File: src/rtl/alu_seq_pkg.sv
// Shared constants for the ALU op sequencer: opcodes, FSM encoding, PSR flag bit positions.
package alu_seq_pkg;

  localparam logic [7:0] OP_AND  = 8'h01;
  localparam logic [7:0] OP_OR   = 8'h02;
  localparam logic [7:0] OP_XOR  = 8'h03;
  localparam logic [7:0] OP_NOT  = 8'h04;
  localparam logic [7:0] OP_ADD  = 8'h05;
  localparam logic [7:0] OP_ADDU = 8'h06;
  localparam logic [7:0] OP_ADDC = 8'h07;
  localparam logic [7:0] OP_RSH  = 8'h08;
  localparam logic [7:0] OP_SUB  = 8'h09;
  localparam logic [7:0] OP_SUBC = 8'h0A;
  localparam logic [7:0] OP_CMP  = 8'h0B;
  localparam logic [7:0] OP_ALSH = 8'h0C;
  localparam logic [7:0] OP_MUL  = 8'h0E;
  localparam logic [7:0] OP_ARSH = 8'h0F;
  localparam logic [7:0] OP_LSH  = 8'h84;

  localparam logic [2:0] ST_IDLE = 3'd0;
  localparam logic [2:0] ST_READ = 3'd1;
  localparam logic [2:0] ST_OPND = 3'd2;
  localparam logic [2:0] ST_EXEC = 3'd3;
  localparam logic [2:0] ST_WB   = 3'd4;

  // psr_flags = {C, L, F, Z, N}
  localparam int unsigned FLG_C = 4;
  localparam int unsigned FLG_L = 3;
  localparam int unsigned FLG_F = 2;
  localparam int unsigned FLG_Z = 1;
  localparam int unsigned FLG_N = 0;

  function automatic logic is_legal_op(input logic [7:0] op);
    case (op)
      OP_AND, OP_OR, OP_XOR, OP_NOT, OP_ADD, OP_ADDU, OP_ADDC, OP_RSH,
      OP_SUB, OP_SUBC, OP_CMP, OP_ALSH, OP_MUL, OP_ARSH, OP_LSH: return 1'b1;
      default: return 1'b0;
    endcase
  endfunction

endpackage

File: src/rtl/alu_op_sequencer_if.sv
// Instruction, register-file and ALU signals of the sequencer. master = sequencer view,
// slave = decode/RF/ALU view. Optional immediate operand ports under ALU_SEQ_IMM_EN.
interface alu_op_sequencer_if #(
  parameter int unsigned DATA_W = 16,
  parameter int unsigned REG_AW = 4,
  parameter int unsigned OPC_W  = 8
);
  logic              instr_valid;
  logic              instr_ready;
  logic [15:0]       instr;
`ifdef ALU_SEQ_IMM_EN
  logic              instr_use_imm;
  logic [DATA_W-1:0] instr_imm;
`endif
  logic [REG_AW-1:0] rf_raddr_a;
  logic [REG_AW-1:0] rf_raddr_b;
  logic [DATA_W-1:0] rf_rdata_a;
  logic [DATA_W-1:0] rf_rdata_b;
  logic              rf_we;
  logic [REG_AW-1:0] rf_waddr;
  logic [DATA_W-1:0] rf_wdata;
  logic [DATA_W-1:0] alu_r1;
  logic [DATA_W-1:0] alu_r2;
  logic [OPC_W-1:0]  alu_opcode;
  logic [DATA_W-1:0] alu_rout;
  logic [4:0]        psr_flags;
  logic              done;
  logic              illegal_op;

  modport master (
`ifdef ALU_SEQ_IMM_EN
    input  instr_use_imm, instr_imm,
`endif
    input  instr_valid, instr, rf_rdata_a, rf_rdata_b, alu_rout,
    output instr_ready, rf_raddr_a, rf_raddr_b, rf_we, rf_waddr, rf_wdata,
    output alu_r1, alu_r2, alu_opcode, psr_flags, done, illegal_op
  );

  modport slave (
`ifdef ALU_SEQ_IMM_EN
    output instr_use_imm, instr_imm,
`endif
    output instr_valid, instr, rf_rdata_a, rf_rdata_b, alu_rout,
    input  instr_ready, rf_raddr_a, rf_raddr_b, rf_we, rf_waddr, rf_wdata,
    input  alu_r1, alu_r2, alu_opcode, psr_flags, done, illegal_op
  );
endinterface

File: src/rtl/alu_seq_flags.sv
// Combinational PSR update from ALU operands, result and opcode; unnamed flags hold.
module alu_seq_flags
  import alu_seq_pkg::*;
#(
  parameter int unsigned DATA_W = 16
) (
  input  logic [DATA_W-1:0] r1,
  input  logic [DATA_W-1:0] r2,
  input  logic [DATA_W-1:0] rout,
  input  logic [7:0]        opcode,
  input  logic [4:0]        flags_old,
  output logic [4:0]        flags_new
);

  localparam int unsigned MSB = DATA_W - 1;

  logic [DATA_W:0] sum;
  logic [DATA_W:0] diff;

  assign sum  = {1'b0, r1} + {1'b0, r2};
  assign diff = {1'b0, r1} - {1'b0, r2};

  always_comb begin
    flags_new        = flags_old;
    flags_new[FLG_Z] = (rout == '0);
    case (opcode)
      OP_ADD, OP_ADDU, OP_ADDC: begin
        flags_new[FLG_C] = sum[DATA_W];
        flags_new[FLG_F] = (r1[MSB] == r2[MSB]) && (sum[MSB] != r1[MSB]);
      end
      OP_SUB, OP_SUBC: begin
        // Top bit of the 17-bit difference is the borrow, i.e. r1 < r2 unsigned.
        flags_new[FLG_C] = diff[DATA_W];
        flags_new[FLG_F] = (r1[MSB] != r2[MSB]) && (diff[MSB] != r1[MSB]);
      end
      OP_CMP: begin
        flags_new[FLG_Z] = (r1 == r2);
        flags_new[FLG_L] = (r1 < r2);
        flags_new[FLG_N] = ($signed(r1) < $signed(r2));
      end
      default: ;
    endcase
  end

endmodule

File: src/rtl/alu_op_sequencer.sv
// Sequences one ALU instruction: RF read, operand register, execute/flags, write-back.
// Optional ALU_SEQ_IMM_EN replaces operand 2 with a latched immediate.
module alu_op_sequencer
  import alu_seq_pkg::*;
#(
  parameter int unsigned DATA_W = 16,
  parameter int unsigned REG_AW = 4,
  parameter int unsigned OPC_W  = 8
) (
  input logic           clock,
  input logic           reset,
  alu_op_sequencer_if.master bus
);

  logic [2:0]        state_q, state_d;
  logic [15:0]       instr_q, instr_d;
  logic [DATA_W-1:0] r1_q, r1_d, r2_q, r2_d, wdata_q, wdata_d;
  logic [OPC_W-1:0]  opc_q, opc_d;
  logic [4:0]        flags_q, flags_d, flags_new;
  logic              illegal_q, illegal_d;
`ifdef ALU_SEQ_IMM_EN
  logic              use_imm_q, use_imm_d;
  logic [DATA_W-1:0] imm_q, imm_d;
`endif

  alu_seq_flags #(.DATA_W(DATA_W)) u_flags (
    .r1        (r1_q),
    .r2        (r2_q),
    .rout      (bus.alu_rout),
    .opcode    (opc_q),
    .flags_old (flags_q),
    .flags_new (flags_new)
  );

  always_comb begin
    state_d   = state_q;
    instr_d   = instr_q;
    r1_d      = r1_q;
    r2_d      = r2_q;
    opc_d     = opc_q;
    wdata_d   = wdata_q;
    flags_d   = flags_q;
    illegal_d = 1'b0;
`ifdef ALU_SEQ_IMM_EN
    use_imm_d = use_imm_q;
    imm_d     = imm_q;
`endif
    case (state_q)
      ST_IDLE: begin
        if (bus.instr_valid) begin
          // Illegal opcodes are consumed in place: no latch, no RF access.
          if (is_legal_op(bus.instr[15:8])) begin
            state_d = ST_READ;
            instr_d = bus.instr;
`ifdef ALU_SEQ_IMM_EN
            use_imm_d = bus.instr_use_imm;
            imm_d     = bus.instr_imm;
`endif
          end else begin
            illegal_d = 1'b1;
          end
        end
      end
      ST_READ: state_d = ST_OPND;
      ST_OPND: begin
        state_d = ST_EXEC;
        r1_d    = bus.rf_rdata_a;
`ifdef ALU_SEQ_IMM_EN
        r2_d    = use_imm_q ? imm_q : bus.rf_rdata_b;
`else
        r2_d    = bus.rf_rdata_b;
`endif
        opc_d   = instr_q[8 +: OPC_W];
      end
      ST_EXEC: begin
        state_d = ST_WB;
        wdata_d = bus.alu_rout;
        flags_d = flags_new;
      end
      ST_WB:   state_d = ST_IDLE;
      default: state_d = ST_IDLE;
    endcase
  end

  always_ff @(posedge clock or posedge reset) begin
    if (reset) begin
      state_q   <= ST_IDLE;
      instr_q   <= '0;
      r1_q      <= '0;
      r2_q      <= '0;
      opc_q     <= '0;
      wdata_q   <= '0;
      flags_q   <= '0;
      illegal_q <= 1'b0;
`ifdef ALU_SEQ_IMM_EN
      use_imm_q <= 1'b0;
      imm_q     <= '0;
`endif
    end else begin
      state_q   <= state_d;
      instr_q   <= instr_d;
      r1_q      <= r1_d;
      r2_q      <= r2_d;
      opc_q     <= opc_d;
      wdata_q   <= wdata_d;
      flags_q   <= flags_d;
      illegal_q <= illegal_d;
`ifdef ALU_SEQ_IMM_EN
      use_imm_q <= use_imm_d;
      imm_q     <= imm_d;
`endif
    end
  end

  always_comb begin
    bus.instr_ready = (state_q == ST_IDLE);
    bus.rf_raddr_a  = instr_q[4 +: REG_AW];
    bus.rf_raddr_b  = instr_q[0 +: REG_AW];
    bus.rf_waddr    = instr_q[4 +: REG_AW];
    bus.rf_wdata    = wdata_q;
    bus.done        = (state_q == ST_WB);
    bus.rf_we       = (state_q == ST_WB) && (opc_q != OP_CMP);
    bus.alu_r1      = r1_q;
    bus.alu_r2      = r2_q;
    bus.alu_opcode  = opc_q;
    bus.psr_flags   = flags_q;
    bus.illegal_op  = illegal_q;
  end

endmodule

File: src/flat_wrapper.sv
// flat-port wrapper written by rule: the top's interface ports become plain ports
module alu_op_sequencer_flat import alu_seq_pkg::*;
#(
  parameter int unsigned DATA_W = 16,
  parameter int unsigned REG_AW = 4,
  parameter int unsigned OPC_W  = 8
)
  (clock, reset, bus_instr_valid, bus_instr, bus_rf_rdata_a, bus_rf_rdata_b, bus_alu_rout, bus_instr_ready, bus_rf_raddr_a, bus_rf_raddr_b, bus_rf_we, bus_rf_waddr, bus_rf_wdata, bus_alu_r1, bus_alu_r2, bus_alu_opcode, bus_psr_flags, bus_done, bus_illegal_op);
  alu_op_sequencer_if #(.DATA_W(DATA_W), .REG_AW(REG_AW), .OPC_W(OPC_W)) bus_i ();
  input logic clock;
  input logic reset;
  input wire logic [$bits(bus_i.instr_valid)-1:0] bus_instr_valid;
  input wire logic [$bits(bus_i.instr)-1:0] bus_instr;
  input wire logic [$bits(bus_i.rf_rdata_a)-1:0] bus_rf_rdata_a;
  input wire logic [$bits(bus_i.rf_rdata_b)-1:0] bus_rf_rdata_b;
  input wire logic [$bits(bus_i.alu_rout)-1:0] bus_alu_rout;
  output wire logic [$bits(bus_i.instr_ready)-1:0] bus_instr_ready;
  output wire logic [$bits(bus_i.rf_raddr_a)-1:0] bus_rf_raddr_a;
  output wire logic [$bits(bus_i.rf_raddr_b)-1:0] bus_rf_raddr_b;
  output wire logic [$bits(bus_i.rf_we)-1:0] bus_rf_we;
  output wire logic [$bits(bus_i.rf_waddr)-1:0] bus_rf_waddr;
  output wire logic [$bits(bus_i.rf_wdata)-1:0] bus_rf_wdata;
  output wire logic [$bits(bus_i.alu_r1)-1:0] bus_alu_r1;
  output wire logic [$bits(bus_i.alu_r2)-1:0] bus_alu_r2;
  output wire logic [$bits(bus_i.alu_opcode)-1:0] bus_alu_opcode;
  output wire logic [$bits(bus_i.psr_flags)-1:0] bus_psr_flags;
  output wire logic [$bits(bus_i.done)-1:0] bus_done;
  output wire logic [$bits(bus_i.illegal_op)-1:0] bus_illegal_op;
  assign bus_i.instr_valid = bus_instr_valid;
  assign bus_i.instr = bus_instr;
  assign bus_i.rf_rdata_a = bus_rf_rdata_a;
  assign bus_i.rf_rdata_b = bus_rf_rdata_b;
  assign bus_i.alu_rout = bus_alu_rout;
  assign bus_instr_ready = bus_i.instr_ready;
  assign bus_rf_raddr_a = bus_i.rf_raddr_a;
  assign bus_rf_raddr_b = bus_i.rf_raddr_b;
  assign bus_rf_we = bus_i.rf_we;
  assign bus_rf_waddr = bus_i.rf_waddr;
  assign bus_rf_wdata = bus_i.rf_wdata;
  assign bus_alu_r1 = bus_i.alu_r1;
  assign bus_alu_r2 = bus_i.alu_r2;
  assign bus_alu_opcode = bus_i.alu_opcode;
  assign bus_psr_flags = bus_i.psr_flags;
  assign bus_done = bus_i.done;
  assign bus_illegal_op = bus_i.illegal_op;
  alu_op_sequencer #(.DATA_W(DATA_W), .REG_AW(REG_AW), .OPC_W(OPC_W)) u_core (.clock(clock), .reset(reset), .bus(bus_i));
endmodule
File: config.mk
export PLATFORM = sky130hd
export DESIGN_NAME = alu_op_sequencer_flat
export DESIGN_NICKNAME = d
export VERILOG_FILES = /design/src/rtl/alu_seq_pkg.sv /design/src/rtl/alu_op_sequencer_if.sv /design/src/rtl/alu_seq_flags.sv /design/src/rtl/alu_op_sequencer.sv /design/src/flat_wrapper.sv
export SDC_FILE = /design/constraint.sdc
export NUM_CORES = 1
export LEC_CHECK = 0
export BUFFER_PORTS_ARGS = -buffer_cell sky130_fd_sc_hd__buf_2
export CORE_ASPECT_RATIO = 0.5
export CORE_MARGIN = 2
export CORE_UTILIZATION = 40
export DETAILED_ROUTE_END_ITERATION = 10
export MAX_ROUTING_LAYER = met4
export PLACE_DENSITY = 0.68
export RECOVER_POWER = 100
export SLEW_MARGIN = 20
export SYNTH_ARGS = -nofsm -noshare
export SYNTH_HDL_FRONTEND = slang
export SYNTH_SLANG_ARGS = --single-unit
export TNS_END_PERCENT = 30
File: constraint.sdc
create_clock -name clock -period 2.6 [get_ports clock]
set_input_delay 0.52 -clock clock [delete_from_list [all_inputs] [get_ports clock]]
set_output_delay 0.52 -clock clock [all_outputs]
set_load 0.1 [all_outputs]
==> run_results.csv, run 1 <==
group,metric,value,unit
outcome,status,"complete, no violations",
run,max_cap_viol_count,0,
synth,avgSynthCellArea,10.56,sq um
clock_tree,cts_setup_buffers,0,
final_layout,area_growth,23.49,%
floorplan,rows,26,
timing,setup_tns,0,ns
critical_path,max_stage_delay,0.39,ns
global_route,grt-ovfl-total,0,
global_route,antenna_found_initial,1,
routing,initialDrtViolationCount,104,
clock_tree,cts_hold_buffers,0,
floorplan,die_area,11140,sq um
timing,clock_skew,0.004260,ns
synth,synthCells,389,
critical_path,endpoint_kind,"output pin",
min_path,hold_class,"in2async",
critical_path,worstSetupPathType,"reg2out",
synth,synthFlopType,"dfrtp_1",
synth,synthesis.nets,488,
critical_path,reg2reg_depth,3,
synth,seq_area_frac_synth,49.36,%
clock_tree,tritoncts,"done",
critical_path,r2r_start,"u_core.state_q[1]",
synth,yosys_warnings,0,
routing,viasPerCell,4.707,
placed_design,io_buffers,143,
floorplan,start_util,40.72,%
synth,syn-cell-area,4106,sq um
critical_path,worstSetupStartpoint,"u_core.bus.alu_opcode[7]",
clock_tree,clk_pin_slew,0.06,ns
routing,drtPass1Iterations,4,
critical_path,startpoint_type,"register",
timing,rsz0062_at_grt,"no",
final_layout,final_common_cell,"dfrtp_1",
synth,synth_top_cell_area_share,49.36,%
final_layout,layout-drive-gt1-share,23.44,%
timing,worstMarginPinSlew,1.396,ns
timing,slew_viol_final,0,
timing,timing.final.crit_share,92.09,%
synth,ys_async_sr_fraction,100.0,%
clock_tree,max-clock-path-buffers,2,
synth,synth-seq-cells,81,
global_route,grt_util_met1,21.37,%
timing,fmax,417.7,MHz
critical_path,worstPathMaxFanout,4,
clock_tree,cts.sinks,81,
floorplan,die_x,147.3,microns
critical_path,crit_path_cell_trace,"nor4_1 > nand3b_1 > nor2_2 > nor2b_4 > buf_2",
final_layout,final_core_util,50.29,%
timing,hold_viol,0,
timing,max_slew_margin,6.946,%
clock_tree,clkLatencyLatePin,0.33,ns
final_layout,layout_common_cells,"dfrtp_1, nand2_1, clkbuf_1",
global_route,grtUsageTotal,17.38,%
synth,synthTopCellsByArea,"dfrtp_1, ha_1, mux2_2",
routing,wl,9.009,mm
timing,period_minus_slack,2.394,ns
global_route,grt_max_degree,65,
placed_design,dp_hpwl,6.845,mm
critical_path,reg2reg_to,"u_core.bus.alu_r1[8]",
floorplan,core,10080,sq um
clock_tree,htree_levels,3,
clock_tree,cts_resized,0,
placed_design,gp_congestion,0.7855,
timing,setup_viol,0,
clock_tree,cts-buffers-inserted,9,
floorplan,die_h,75.65,microns
critical_path,arrival,1.87,ns
routing,avgRoutedWirePerCell,13.45,microns
global_route,grt_pass1_vias,3069,
global_route,use_met3,5.269,%
clock_tree,root_buffer,"clkbuf_16",
critical_path,required,2.08,ns
routing,drc,0,
routing,postRouteAntennaNets,0,
final_layout,nets,623,
global_route,grt.busiest_layer,"met2",
synth,synth_cell_types,43,
synth,synth_top_area_cell,"dfrtp_1",
synth,synth_edf_count,0,
critical_path,cp_slowest_cell,"dfrtp_1",
floorplan,io-pin-count,144,
global_route,grt_pass1_wl,14.61,mm
critical_path,reg2reg_slack,0.39,ns
global_route,grt.met2_usage,28.82,%
routing,vias,3154,
stage by stage:
stage,setup WS [ns],hold slack [ns],cells,instance area [sq um]
after floorplan,0.02661,0.4474,389,4135
after global placement,0.4916,0.4541,653,4937
after detailed placement,0.4309,0.4617,653,4937
after CTS,0.1107,0.1939,669,5243
after global routing,0.06756,0.3444,670,5071
final,0.2057,0.2782,670,5071
kinds of logic after synthesis:
logic type                 after synthesis  share of synthesized area (%)
adders and majority gates               32                          9.750
DFF                                     81                          49.36
and+or+nand+nor                        125                          14.44
muxes                                   37                          10.79
xor gates and xnor gates                 4                         0.8531
AOI/OAI and AO/OA                       64                          9.172
buffers and inverters                   46                          5.637
how the worst max path moves through the flow:
stage / end / slack, ns / cells after the start
final: bus_rf_we / 0.21 / 5
after floorplan: bus_rf_we / 0.03 / 2
after global placement: u_core.instr_q[5] / 0.49 / 7
after CTS: bus_rf_we / 0.11 / 5
after global routing: u_core.bus.alu_r1[3] / 0.07 / 3
after detailed placement: u_core.instr_q[6] / 0.43 / 7
sequential cells by signal, indices dropped and copies added, names as in the netlist:
signal,count
u_core.bus.alu_opcode,8
u_core.bus.illegal_op,1
u_core.bus.alu_r1,16
u_core.instr_q,16
u_core.bus.psr_flags,5
u_core.bus.rf_wdata,16
u_core.state_q,3
u_core.bus.alu_r2,16
cell usage after synthesis (all sizes together) (3+ instances only):
library cell  number
a21o               4
a21oi             14
a31oi              3
and2               3
buf               19
clkbuf             3
dfrtp             81
ha                32
inv               23
mux2              37
nand2             76
nand4              5
nor2              14
nor2b              4
nor3               6
nor4               6
o211ai             5
o21ai             29
xnor2              4
layout make-up:
type,instances,area [sq um]
fill,984,5014
clock buffer,10,239.0
timing repair buffer,146,635.6
clock inverter,6,66.31
tap,140,175.2
antenna,1,2.502
sequential,81,2027
multi-input combinational,262,1834
inverter,24,91.34
metal layers:
layer  vias to the layer above  routed length (microns)
met2                        62                     4275
met3                        11                      427
met1                      1496                     4196
met4                         0                      109
met5                         -                        0
li1                       1585                        -
critical path: cells and delay by family (launching register included):
kind                   cells  cell delay [ns]
DFF                        1             0.39
and+or+nand+nor            4             0.85
buffers and inverters      1             0.29
Power of run 1 is left out: the tool's default activity adds up to more than one toggle a clock period on the data nets, which glitch-free logic cannot reach.
==> inputs of run 2 (changes only) <==
--- a/config.mk
+++ b/config.mk
@@ -11,7 +11,7 @@
 export CORE_UTILIZATION = 40
 export DETAILED_ROUTE_END_ITERATION = 10
 export MAX_ROUTING_LAYER = met4
-export PLACE_DENSITY = 0.68
+export PLACE_DENSITY = 0.71
 export RECOVER_POWER = 100
 export SLEW_MARGIN = 20
 export SYNTH_ARGS = -nofsm -noshare
==> run 2 against run 1 <==
Against the previous run: the run now ends with capacitance limit, slew limit left; die area stayed put; via count grew 1.1%; clock-buffer cell count increased by 1; non-clock buffer count did not move; critical endpoint unchanged.
==> run_results.csv, run 2 (synthesis gave the netlist of run 1 again) <==
group,metric,value,unit
final_layout,finalInstanceArea,5071,sq um
final_layout,fill_cells,969,
final_layout,layout_common_cells,"dfrtp_1, clkbuf_1, nand2_1",
routing,drc,0,
final_layout,area_growth,23.49,%
clock_tree,max-clock-path-buffers,2,
clock_tree,clk_pin_slew,0.06,ns
clock_tree,clkLatencyLatePin,0.34,ns
timing,hold_viol,0,
routing,drtPass1Iterations,4,
clock_tree,tritoncts,"done",
clock_tree,cts-buffers-inserted,9,
timing,worstMarginPinSlew,1.995,ns
floorplan,core,10080,sq um
critical_path,endpoint_kind,"output pin",
routing,initialDrtViolationCount,280,
timing,setup_tns,0,ns
timing,slew_viol_final,82,
global_route,grt_pass1_vias,2963,
placed_design,post-place-ws,0.4043,ns
final_layout,layout-drive-gt1-share,23.06,%
placed_design,placed_cell_area,4937,sq um
run,max_cap_viol_count,1,
floorplan,start_util,40.72,%
critical_path,startpoint_type,"register",
clock_tree,cts_setup_buffers,0,
final_layout,multi_input_comb_area,1834,sq um
outcome,violations,"capacitance limit, slew limit",
global_route,grtUsageTotal,17.73,%
critical_path,required,2.08,ns
critical_path,reg2reg_to,"u_core.bus.rf_wdata[5]",
critical_path,worstSetupPathType,"reg2out",
timing,fmax,413.6,MHz
timing,clock_skew,0.007924,ns
outcome,status,"complete, but fails checks",
final_layout,nets,623,
floorplan,rows,26,
critical_path,arrival,1.90,ns
routing,postRouteAntennaNets,0,
placed_design,gp_congestion,0.7749,
timing,period_minus_slack,2.418,ns
clock_tree,root_buffer,"clkbuf_16",
floorplan,die_area,11140,sq um
global_route,grt_pass1_wl,14.92,mm
critical_path,r2r_start,"u_core.state_q[1]",
placed_design,io_buffers,143,
routing,avgRoutedWirePerCell,14.06,microns
floorplan,die_x,147.3,microns
clock_tree,htree_levels,3,
critical_path,reg2reg_depth,6,
critical_path,worstPathMaxFanout,4,
floorplan,io-pin-count,144,
critical_path,reg2reg_slack,0.26,ns
routing,vias,3189,
placed_design,dp_hpwl,6.940,mm
min_path,min_to,"u_core.bus.alu_r2[3]",
min_path,hold_class,"in2reg",
final_layout,regArea,2027,sq um
routing,viasPerCell,4.767,
min_path,min_path_cells,3,
timing,max_slew_margin,-32.98,%
min_path,min-delay-start,"bus_rf_rdata_b[3]",
global_route,grt_max_degree,82,
clock_tree,cts.sinks,81,
final_layout,diodes,0,
timing,rsz0062_at_grt,"no",
routing,wl,9.405,mm
global_route,antenna_found_initial,0,
final_layout,final_common_cell,"dfrtp_1",
floorplan,die_h,75.65,microns
timing,setup_viol,0,
timing,timing.final.crit_share,92.98,%
timing,fin_ws,0.1825,ns
global_route,grt-ovfl-total,0,
[run 2: changes by cell type in the layout (fill, tap and decap cells not counted), sizes merged]
cell	delta
inv	+1
clkbuf	+2
clkinv	-1
diode	-1
buf	-1
clkinvlp	-1
[run 2: cell type report]
cell class,instances,share of cell area [%]
Clock buffer,11,4.787
Clock inverter,5,1.234
Tap cell,140,3.454
Multi-Input combinational cell,262,36.17
Inverter,24,1.850
Sequential cell,81,39.97
Timing Repair Buffer,146,12.53
[run 2: how the worst max path moves through the flow]
stage                                        start                 to  cells after the start
after global routing      u_core.bus.alu_opcode[7]          bus_rf_we                      5
after CTS                 u_core.bus.alu_opcode[7]          bus_rf_we                      5
after global placement                bus_instr[9]  u_core.instr_q[6]                      7
after floorplan                  u_core.state_q[0]          bus_rf_we                      2
final                     u_core.bus.alu_opcode[7]          bus_rf_we                      5
after detailed placement              bus_instr[9]  u_core.instr_q[6]                      7
[run 2: repair_timing]
action,4_1_cts,5_1_grt
gates resized for setup,0,1
hold buffers,0,0
setup endpoints to repair,0,1
[run 2: routing by layer]
metal / share of wire, % / vias to the layer above / global-route usage (%)
met5: 0 / - / -
met4: 1.6 / 0 / 4.701
met3: 4.6 / 12 / 4.551
met2: 48 / 81 / 28.66
met1: 46 / 1501 / 22.70
li1: - / 1595 / -
[run 2: worst max-delay path, cell delays in order, from the launching register on]
cell and delay, ns:
dfrtp_1 0.38, nor4_1 0.39, nand3b_1 0.20, nor2_2 0.24
nor2b_4 0.05, buf_2 0.29
[run 2: through the flow]
stage | instances | hold WS, ns | util [%]
floorplan | 389 | 0.4474 | -
global placement | 653 | 0.4540 | 48.96
detailed placement | 653 | 0.4606 | 48.96
CTS | 669 | 0.3104 | 51.99
global route | 669 | 0.3822 | 50.29
finish | 669 | 0.3857 | 50.29
Power of run 2 is left out for the same reason.
==> inputs of run 3 (changes only) <==
--- a/config.mk
+++ b/config.mk
@@ -5,13 +5,15 @@
 export SDC_FILE = /design/constraint.sdc
 export NUM_CORES = 1
 export LEC_CHECK = 0
-export BUFFER_PORTS_ARGS = -buffer_cell sky130_fd_sc_hd__buf_2
+export BUFFER_PORTS_ARGS = -buffer_cell sky130_fd_sc_hd__buf_4
+export CELL_PAD_IN_SITES_DETAIL_PLACEMENT = 1
+export CELL_PAD_IN_SITES_GLOBAL_PLACEMENT = 2
 export CORE_ASPECT_RATIO = 0.5
 export CORE_MARGIN = 2
-export CORE_UTILIZATION = 40
+export CORE_UTILIZATION = 27
 export DETAILED_ROUTE_END_ITERATION = 10
 export MAX_ROUTING_LAYER = met4
-export PLACE_DENSITY = 0.71
+export PLACE_DENSITY = 0.77
 export RECOVER_POWER = 100
 export SLEW_MARGIN = 20
 export SYNTH_ARGS = -nofsm -noshare
==> run 3 against run 2 <==
Against the previous run: the flow still finishes with violations (capacitance limit, slew limit); final area is 4.7% higher; final cell count is 8.5% higher; first-iteration DRC count is 55% lower; clock skew is 0.0057 ns higher; sequential share of layout area is 1.8 points lower; utilization is 14 points lower; critical path depth stayed put; clock-buffer cell count is 1 lower; non-clock buffer count is 1 lower; worst setup slack worse by 0.0053 ns; critical path type unchanged.
==> run_results.csv, run 3 (synthesis gave the netlist of run 1 again) <==
group,metric,value,unit
critical_path,startpoint_type,"register",
outcome,status,"complete, but fails checks",
timing,setup_tns,0,ns
critical_path,reg2reg_slack,0.35,ns
clock_tree,clkLatencyLatePin,0.35,ns
clock_tree,max-clock-path-buffers,2,
clock_tree,cts_setup_buffers,0,
critical_path,worstSetupPathType,"reg2out",
critical_path,required,2.08,ns
clock_tree,cts-buffers-inserted,9,
clock_tree,clk_pin_slew,0.08,ns
critical_path,r2r_start,"u_core.state_q[1]",
floorplan,rows,31,
routing,postRouteAntennaNets,0,
critical_path,path_delay_family,"simple AND/OR/NAND/NOR gates",
min_path,min_path_cells,3,
routing,vias,3185,
timing,clock_skew,0.01358,ns
critical_path,arrival,1.90,ns
run,max_cap_viol_count,1,
critical_path,cp_slowest_cell,"dfrtp_1",
critical_path,reg2reg_depth,3,
final_layout,layout_common_cells,"dfrtp_1, nand2_1, clkbuf_1",
placed_design,dp_hpwl,8.308,mm
routing,viasPerCell,4.387,
clock_tree,cts_resized,0,
clock_tree,root_buffer,"clkbuf_16",
global_route,grtUsageTotal,14.43,%
global_route,grt_max_degree,82,
floorplan,start_util,28.01,%
timing,fin_ws,0.1772,ns
routing,wl,11.11,mm
final_layout,regArea,2027,sq um
floorplan,io-pin-count,144,
timing,timing.final.crit_share,93.18,%
clock_tree,cts_hold_buffers,0,
timing,hold_viol,0,
final_layout,diodes,0,
timing,fmax,412.7,MHz
min_path,min-delay-start,"bus_alu_rout[0]",
critical_path,reg2reg_to,"u_core.bus.alu_r1[11]",
min_path,hold_class,"in2reg",
floorplan,die_x,178.4,microns
global_route,grt-ovfl-total,0,
routing,drc,0,
global_route,grt_pass1_wl,17.73,mm
critical_path,worstPathMaxFanout,4,
clock_tree,cts.sinks,81,
final_layout,fill_cells,1724,
final_layout,area_growth,29.25,%
final_layout,layout-drive-gt1-share,24.81,%
timing,worstMarginPinSlew,1.883,ns
clock_tree,htree_levels,3,
floorplan,die_area,16270,sq um
clock_tree,tritoncts,"done",
timing,setup_viol,0,
critical_path,crit_buf_inv,1,
routing,initialDrtViolationCount,126,
placed_design,gp_congestion,0.7283,
timing,period_minus_slack,2.423,ns
final_layout,multi_input_comb_area,1849,sq um
critical_path,max_stage_delay,0.39,ns
timing,rsz0062_at_grt,"no",
global_route,antenna_found_initial,0,
timing,max_slew_margin,-25.51,%
final_layout,nets,622,
outcome,violations,"capacitance limit, slew limit",
final_layout,final_common_cell,"dfrtp_1",
routing,drtPass1Iterations,4,
critical_path,crit_path_cell_trace,"nor4_1 > nand3b_1 > nor2_1 > nor2b_4 > buf_4",
placed_design,placed_cell_area,5360,sq um
critical_path,endpoint_kind,"output pin",
min_path,min_to,"u_core.bus.rf_wdata[0]",
placed_design,io_buffers,143,
placed_design,post-place-ws,0.3890,ns
floorplan,die_h,91.21,microns
timing,slew_viol_final,82,
routing,avgRoutedWirePerCell,15.31,microns
floorplan,core,14660,sq um
global_route,grt_pass1_vias,3388,
final_layout,finalInstanceArea,5308,sq um
==> run 3: routing by layer <==
layer / track usage [%] / routed length [microns] / vias to the layer above / share of wire [%]
met1: 17.99 / 5126 / 1548 / 46
li1: - / - / 1580 / -
met3: 3.811 / 452 / 7 / 4.1
met2: 23.42 / 5428 / 50 / 49
met4: 3.455 / 106 / 0 / 0.95
met5: - / 0 / - / 0
==> run 3: tightest hold or removal path: stages <==
cell	delay, ns
buf_4	0.09
nand2_1	0.04
nand2_1	0.05
==> run 3: area by class of cell <==
type | instances | share of cell area [%]
clock inverters | 6 | 1.037
repair buffers | 145 | 15.04
flip-flops and latches | 81 | 38.19
inverters | 24 | 1.721
multi-input cells | 262 | 34.84
well taps | 198 | 4.668
clock buffers | 10 | 4.503
==> run 3: worst max-delay path by stage <==
stage                        startpoint                       to  slack (ns)  cells after the start
6_report       u_core.bus.alu_opcode[7]                bus_rf_we        0.18                      5
4_1_cts        u_core.bus.alu_opcode[7]                bus_rf_we        0.14                      5
3_3_place_gp      u_core.bus.alu_r1[15]  u_core.bus.psr_flags[4]        0.41                      7
5_1_grt        u_core.bus.alu_opcode[7]                bus_rf_we        0.03                      5
2_1_floorplan         u_core.state_q[0]                bus_rf_we        0.03                      2
3_5_place_dp      u_core.bus.alu_r1[15]  u_core.bus.psr_flags[4]        0.39                      7
==> run 3: stage by stage <==
| step | hold WS [ns] | instances | utilization, % |
|---|---|---|---|
| 6_report | 0.3698 | 726 | 36.20 |
| 5_1_grt | 0.3666 | 726 | 36.20 |
| 4_1_cts | 0.3239 | 726 | 38.56 |
| 3_5_place_dp | 0.4642 | 710 | 36.56 |
| 3_3_place_gp | 0.4605 | 710 | 36.56 |
| 2_1_floorplan | 0.4474 | 389 | - |
Power of run 3 is left out for the same reason.
